[src/rtl/mii_tx.sv]
// Ethernet MII transmit framer: preamble/SFD, nibble-serial payload from a byte-wide
// AXI-Stream, zero padding to a minimum length, CRC-32 FCS and inter-frame gap.
module mii_tx #(
  parameter int unsigned MIN_FRAME_BYTES = 60,
  parameter int unsigned IFG_BYTES       = 12
) (
  input  logic       clk,
  input  logic       reset_n,
  input  logic [7:0] s_axis_tdata,
  input  logic       s_axis_tvalid,
  output logic       s_axis_tready,
  input  logic       s_axis_tlast,
  output logic [3:0] mii_txd,
  output logic       mii_tx_en,
  output logic       mii_tx_er,
  output logic       busy,
  output logic       underrun
);

  typedef enum logic [2:0] {
    StIdle,
    StPreamble,
    StData,
    StPad,
    StFcs,
    StIfg,
    StAbort
  } state_e;

  localparam int unsigned IfgCycles = 2 * IFG_BYTES;
  localparam logic [15:0] IfgLast   = (IfgCycles == 0) ? 16'd0 : 16'(IfgCycles - 1);
  localparam logic [31:0] CrcPoly   = 32'hEDB8_8320;
  localparam logic [31:0] CrcInit   = 32'hFFFF_FFFF;

  function automatic logic [31:0] crc_byte(input logic [31:0] crc, input logic [7:0] data);
    logic [31:0] c;
    c = crc ^ {24'd0, data};
    for (int i = 0; i < 8; i++) begin
      c = c[0] ? ((c >> 1) ^ CrcPoly) : (c >> 1);
    end
    return c;
  endfunction

  state_e      r_state, w_state_d;
  logic [15:0] r_cnt, w_cnt_d;
  logic [7:0]  r_byte, w_byte_d;
  logic        r_hi, w_hi_d;
  logic        r_last, w_last_d;
  logic [15:0] r_bytes, w_bytes_d;
  logic [31:0] r_crc, w_crc_d;

  logic [3:0]  r_txd, w_txd_d;
  logic        r_tx_en, w_tx_en_d;
  logic        r_tx_er, w_tx_er_d;
  logic        r_tready, w_tready_d;
  logic        r_busy, w_busy_d;
  logic        r_underrun, w_underrun_d;

  logic        w_accept;
  logic        w_need_pad;
  logic        w_gap_end;
  logic        w_start;
  logic [15:0] w_bytes_inc;
  logic [31:0] w_fcs;

  assign w_accept    = r_tready & s_axis_tvalid;
  assign w_need_pad  = {16'd0, r_bytes} < MIN_FRAME_BYTES;
  assign w_bytes_inc = (r_bytes == 16'hFFFF) ? r_bytes : r_bytes + 16'd1;

  // Next-state logic; r_tready is the registered tready the upstream currently sees.
  always_comb begin
    w_state_d    = r_state;
    w_cnt_d      = r_cnt;
    w_byte_d     = r_byte;
    w_hi_d       = r_hi;
    w_last_d     = r_last;
    w_bytes_d    = r_bytes;
    w_crc_d      = r_crc;
    w_underrun_d = 1'b0;
    w_gap_end    = 1'b0;
    w_start      = 1'b0;

    unique case (r_state)
      StIdle: begin
        w_start = s_axis_tvalid;
      end

      StPreamble: begin
        if (r_cnt != 16'd15) begin
          w_cnt_d = r_cnt + 16'd1;
        end else if (w_accept) begin
          w_state_d = StData;
          w_byte_d  = s_axis_tdata;
          w_last_d  = s_axis_tlast;
          w_hi_d    = 1'b0;
          w_crc_d   = crc_byte(r_crc, s_axis_tdata);
          w_bytes_d = w_bytes_inc;
        end else begin
          w_state_d    = StAbort;
          w_underrun_d = 1'b1;
        end
      end

      StData: begin
        if (!r_hi) begin
          w_hi_d = 1'b1;
        end else if (r_last) begin
          if (w_need_pad) begin
            w_state_d = StPad;
            w_byte_d  = 8'h00;
            w_hi_d    = 1'b0;
            w_crc_d   = crc_byte(r_crc, 8'h00);
            w_bytes_d = w_bytes_inc;
          end else begin
            w_state_d = StFcs;
            w_cnt_d   = 16'd0;
          end
        end else if (w_accept) begin
          w_byte_d  = s_axis_tdata;
          w_last_d  = s_axis_tlast;
          w_hi_d    = 1'b0;
          w_crc_d   = crc_byte(r_crc, s_axis_tdata);
          w_bytes_d = w_bytes_inc;
        end else begin
          w_state_d    = StAbort;
          w_underrun_d = 1'b1;
        end
      end

      StPad: begin
        if (!r_hi) begin
          w_hi_d = 1'b1;
        end else if (w_need_pad) begin
          w_byte_d  = 8'h00;
          w_hi_d    = 1'b0;
          w_crc_d   = crc_byte(r_crc, 8'h00);
          w_bytes_d = w_bytes_inc;
        end else begin
          w_state_d = StFcs;
          w_cnt_d   = 16'd0;
        end
      end

      StFcs: begin
        if (r_cnt != 16'd7) begin
          w_cnt_d = r_cnt + 16'd1;
        end else if (IfgCycles == 0) begin
          w_gap_end = 1'b1;
        end else begin
          w_state_d = StIfg;
          w_cnt_d   = 16'd0;
        end
      end

      StIfg: begin
        if (r_cnt == IfgLast) begin
          w_gap_end = 1'b1;
        end else begin
          w_cnt_d = r_cnt + 16'd1;
        end
      end

      StAbort: begin
        // tready is held high here, so every valid beat is being discarded.
        if (s_axis_tvalid && s_axis_tlast) begin
          if (IfgCycles == 0) begin
            w_gap_end = 1'b1;
          end else begin
            w_state_d = StIfg;
            w_cnt_d   = 16'd0;
          end
        end
      end

      default: begin
        w_state_d = StIdle;
      end
    endcase

    // A frame already waiting at the end of the gap skips the idle cycle.
    if (w_gap_end) begin
      w_state_d = StIdle;
      w_start   = s_axis_tvalid;
    end
    if (w_start) begin
      w_state_d = StPreamble;
      w_cnt_d   = 16'd0;
      w_crc_d   = CrcInit;
      w_bytes_d = 16'd0;
      w_hi_d    = 1'b0;
      w_last_d  = 1'b0;
    end
  end

  assign w_fcs = ~w_crc_d;

  // Outputs are decoded from the next state so that they appear registered.
  always_comb begin
    w_txd_d    = 4'h0;
    w_tx_en_d  = 1'b0;
    w_tx_er_d  = 1'b0;
    w_tready_d = 1'b0;
    w_busy_d   = (w_state_d != StIdle);

    unique case (w_state_d)
      StPreamble: begin
        w_tx_en_d  = 1'b1;
        w_txd_d    = (w_cnt_d == 16'd15) ? 4'hD : 4'h5;
        w_tready_d = (w_cnt_d == 16'd15);
      end
      StData: begin
        w_tx_en_d  = 1'b1;
        w_txd_d    = w_hi_d ? w_byte_d[7:4] : w_byte_d[3:0];
        w_tready_d = w_hi_d & ~w_last_d;
      end
      StPad: begin
        w_tx_en_d = 1'b1;
        w_txd_d   = w_hi_d ? w_byte_d[7:4] : w_byte_d[3:0];
      end
      StFcs: begin
        w_tx_en_d = 1'b1;
        w_txd_d   = w_fcs[{w_cnt_d[2:0], 2'b00} +: 4];
      end
      StAbort: begin
        w_tx_en_d  = 1'b1;
        w_tx_er_d  = 1'b1;
        w_tready_d = 1'b1;
      end
      default: begin
      end
    endcase
  end

  always_ff @(posedge clk) begin
    if (!reset_n) begin
      r_state    <= StIdle;
      r_cnt      <= 16'd0;
      r_byte     <= 8'd0;
      r_hi       <= 1'b0;
      r_last     <= 1'b0;
      r_bytes    <= 16'd0;
      r_crc      <= 32'd0;
      r_txd      <= 4'h0;
      r_tx_en    <= 1'b0;
      r_tx_er    <= 1'b0;
      r_tready   <= 1'b0;
      r_busy     <= 1'b0;
      r_underrun <= 1'b0;
    end else begin
      r_state    <= w_state_d;
      r_cnt      <= w_cnt_d;
      r_byte     <= w_byte_d;
      r_hi       <= w_hi_d;
      r_last     <= w_last_d;
      r_bytes    <= w_bytes_d;
      r_crc      <= w_crc_d;
      r_txd      <= w_txd_d;
      r_tx_en    <= w_tx_en_d;
      r_tx_er    <= w_tx_er_d;
      r_tready   <= w_tready_d;
      r_busy     <= w_busy_d;
      r_underrun <= w_underrun_d;
    end
  end

  assign mii_txd       = r_txd;
  assign mii_tx_en     = r_tx_en;
  assign mii_tx_er     = r_tx_er;
  assign s_axis_tready = r_tready;
  assign busy          = r_busy;
  assign underrun      = r_underrun;

endmodule

[config.mk]
export PLATFORM = sky130hd
export DESIGN_NAME = mii_tx
export DESIGN_NICKNAME = d
export VERILOG_FILES = /design/src/rtl/mii_tx.sv
export SDC_FILE = /design/constraint.sdc
export NUM_CORES = 1
export LEC_CHECK = 0
export BUFFER_PORTS_ARGS = -buffer_cell sky130_fd_sc_hd__buf_2
export CORE_MARGIN = 5
export CORE_UTILIZATION = 38
export CTS_CLUSTER_DIAMETER = 30
export DETAILED_ROUTE_END_ITERATION = 8
export GPL_ROUTABILITY_DRIVEN = 0
export SLEW_MARGIN = 10
export SYNTH_ARGS = -nofsm -noshare
export SYNTH_HDL_FRONTEND = slang
export SYNTH_SLANG_ARGS = --single-unit
[constraint.sdc]
create_clock -name clk -period 2.75 [get_ports clk]
set_input_delay 0.1375 -clock clk [delete_from_list [all_inputs] [get_ports clk]]
set_output_delay 0.1375 -clock clk [all_outputs]
set_load 0.005 [all_outputs]
==> results.sh <==
export IMPL_pin_count=21
export IMPL_peakVddDrop_mv=0.4401
export IMPL_synth_compound_area_share_pct=26.82
export IMPL_hold_class="input port to register"
export IMPL_synth_mux_area_share_pct=1.224
export IMPL_final_hold_viol_count=0
export IMPL_critPathKind="register to register"
export IMPL_drc_errors=0
export IMPL_dieWidth_um=143.2
export IMPL_grt_pass1_vias=7271
export IMPL_post_dp_hpwl_um=19210
export IMPL_status="finished, violations left"
export IMPL_drive_gt1_share_pct=35.62
export IMPL_fin_util_pct=55.55
export IMPL_min_period_ns=3.115
export IMPL_worst_path_max_fanout=6
export IMPL_ys_seq_elements=86
export IMPL_ys_types=86
export IMPL_antenna_found_initial=0
export IMPL_antenna_cells=0
export IMPL_area_growth_pct=42.94
export IMPL_p_leak_uw=0.003972
export IMPL_hold_slack_ns=0.1927
export IMPL_cts_inserted_buffers=9
export IMPL_h_tree_depth=3
export IMPL_num_rows=48
export IMPL_rsz0062_at_grt="yes"
export IMPL_synthCells=823
export IMPL_cp_start_kind="register"
export IMPL_post_place_ws_ns=-0.4692
export IMPL_synth_area_leaders="dfxtp_1 (26%), xnor2_1 (9.9%), xor2_1 (4.8%), a21oi_1 (3.9%), xnor3_1 (3.7%)"
export IMPL_clk_path_buf_depth=2
export IMPL_yosys_warnings=0
export IMPL_final_antenna_net_count=0
export IMPL_port_buffers=20
export IMPL_setup_viol=5
export IMPL_syn_cell_area_sq_mm=0.006745
export IMPL_grt_overflow_total=0
export IMPL_drv_cap=0
export IMPL_final_cells=1289
export IMPL_skew_ns=0.009545
export IMPL_avgRoutedWirePerCell_um=19.98
export IMPL_nets=1073
export IMPL_synth_xor_area_share_pct=19.59
export IMPL_cts_sink_count=86
export IMPL_synth_top_area_share_pct=25.52
export IMPL_die_h_um=143.2
export IMPL_worstPathRequired_ns=3.05
export IMPL_grt_start_max_net_pins=29
export IMPL_clk_latency_ns=0.35
export IMPL_num_vias=7501
export IMPL_seq_area_frac_synth_pct=25.52
export IMPL_synth_fa_ha_area_share_pct=0.3710
export IMPL_fin_crit_sh_pct=113.3
export IMPL_cts_tree="done"
export IMPL_initial_core_util_pct=38.86
export IMPL_violations="negative setup slack"
export IMPL_clock_root_buffer="clkbuf_16"
export IMPL_synth_most_common_cell="dfxtp_1"
export IMPL_grt_first_pass_wirelength_um=40340
export IMPL_async_flop_share_pct=0
export IMPL_synthFlopType="dfxtp_1"
export IMPL_synth_enable_flop_cells=0
export IMPL_arrival_ns=3.41
export IMPL_fmax_ghz=0.3211
export IMPL_max_slew_margin_pct=54.27
export IMPL_routed_wl_um=25750
export IMPL_synthTopCellsByCount="dfxtp_1 (86), xnor2_1 (76), nand2_1 (59)"
export IMPL_critPathCaptureType="register"
export IMPL_place_inst=1250
export IMPL_p_per_area_mw_per_mm2=498.0
export IMPL_postSynthAreaPerCell_sq_um=8.196
export IMPL_grtUsageTotal_pct=25.18
export IMPL_synthSimpleGateAreaFrac_pct=22.06
export IMPL_via_per_inst=5.819
export IMPL_die_area_sq_mm=0.02051
export IMPL_tightest_slew_ns=0.6807
export IMPL_yosys_area_top_type="dfxtp_1"
export IMPL_layout_setup_ws_ns=-0.3646
export IMPL_maxSlewViolCount=0
export IMPL_synth_top_family_by_area="compound AO/OA/AOI/OAI gates"
export IMPL_drt_initial_drc_count=809
export IMPL_syn_nets=837
export IMPL_clkTransAtPathRegs_ns=0.07
export IMPL_dr_pass1_iters=5
export IMPL_core_area_sq_mm=0.01736
==> sequential cells by signal, summed over array words and instances, names as in the netlist <==
name / count
r_hi: 1
r_cnt: 16
r_last: 1
r_state: 3
mii_txd: 4
s_axis_tready: 1
r_bytes: 16
busy: 1
r_crc: 32
underrun: 1
mii_tx_en: 1
mii_tx_er: 1
r_byte: 8
==> where the power goes <==
group	switching (uW)	total [uW]	internal, uW
clock network	568	1330	760
logic	1060	2100	1040
registers	66.9	1370	1300
==> worst max-delay path, stage by stage (launching register included) <==
cell,delay [ns]
dfxtp_2,0.32
or4_4,0.54
buf_6,0.14
nor4_4,0.23
buf_4,0.18
a221o_1,0.25
nor2_2,0.06
a221o_1,0.45
buf_6,0.18
a22o_1,0.20
o311ai_2,0.31
a31o_1,0.19
==> metrics by stage <==
step | area [sq um] | setup TNS, ns | power, uW
CTS | 9378 | -0.8750 | 4684
global placement | 8812 | -1.339 | 3302
floorplan | 6822 | -0.2629 | 2574
detailed placement | 8812 | -1.593 | 3309
global route | 9642 | -2.175 | 4974
finish | 9642 | -1.342 | 4801
==> final timing paths <==
path / start / to / slack (ns) / cells after the start
max: r_bytes[10] / mii_txd[0] / -0.36 / 11
min: s_axis_tlast / r_last / 0.19 / 3
max reg2reg: r_bytes[10] / mii_txd[0] / -0.36 / 11
min reg2reg: r_byte[2] / r_byte[2] / 0.54 / 2
==> area by class of cell <==
class	count	area [sq um]
Clock buffer	12	256.5
Clock inverter	4	52.55
Fill cell	1578	7715
Inverter	10	37.54
Multi-Input combinational cell	667	5079
Sequential cell	86	1730
Tap cell	225	281.5
Timing Repair Buffer	285	2205
==> cells in the final DEF, fill, tap and decap left out, types with 10 or more instances in the layout <==
cell and instances:
dfxtp_1 79, o21a_1 10, buf_6 14, xnor2_1 74, nand4_1 12, o21ai_0 33
xor2_1 37, nand3_1 18, nand2_1 57, nor2b_1 22, o221ai_1 10, a211oi_1 11
nor2_1 52, o211ai_1 14, and2_1 21, xnor3_1 11, buf_4 246, a221o_1 10
a21oi_1 48, nor3_1 21, buf_2 20
==> repair_timing <==
| action | CTS | global route |
|---|---|---|
| endpoints found under the setup margin | 7 | 21 |
| gates resized for setup | 36 | 47 |
| setup buffers | 11 | 12 |
| cloned | 1 | 0 |
| pin swaps | 20 | 22 |
| hold buffers | 0 | 0 |
==> layer usage <==
| metal | up-vias | share of wire (%) | track usage [%] |
|---|---|---|---|
| met5 | - | 0 | 0 |
| met4 | 0 | 2.0 | 7.384 |
| met3 | 40 | 7.6 | 3.550 |
| met2 | 327 | 45 | 40.55 |
| met1 | 3607 | 45 | 35.18 |
| li1 | 3527 | - | - |
==> logic make-up after synthesis <==
group / count (synthesis)
flip-flops: 86
AND/OR/NAND/NOR: 276
AO/OA/AOI/OAI: 252
XOR/XNOR: 128
buffers and inverters: 71
multiplexers: 8
adder cells (fa/ha/maj): 2
No activity file was read; power rests on OpenSTA's default activity.
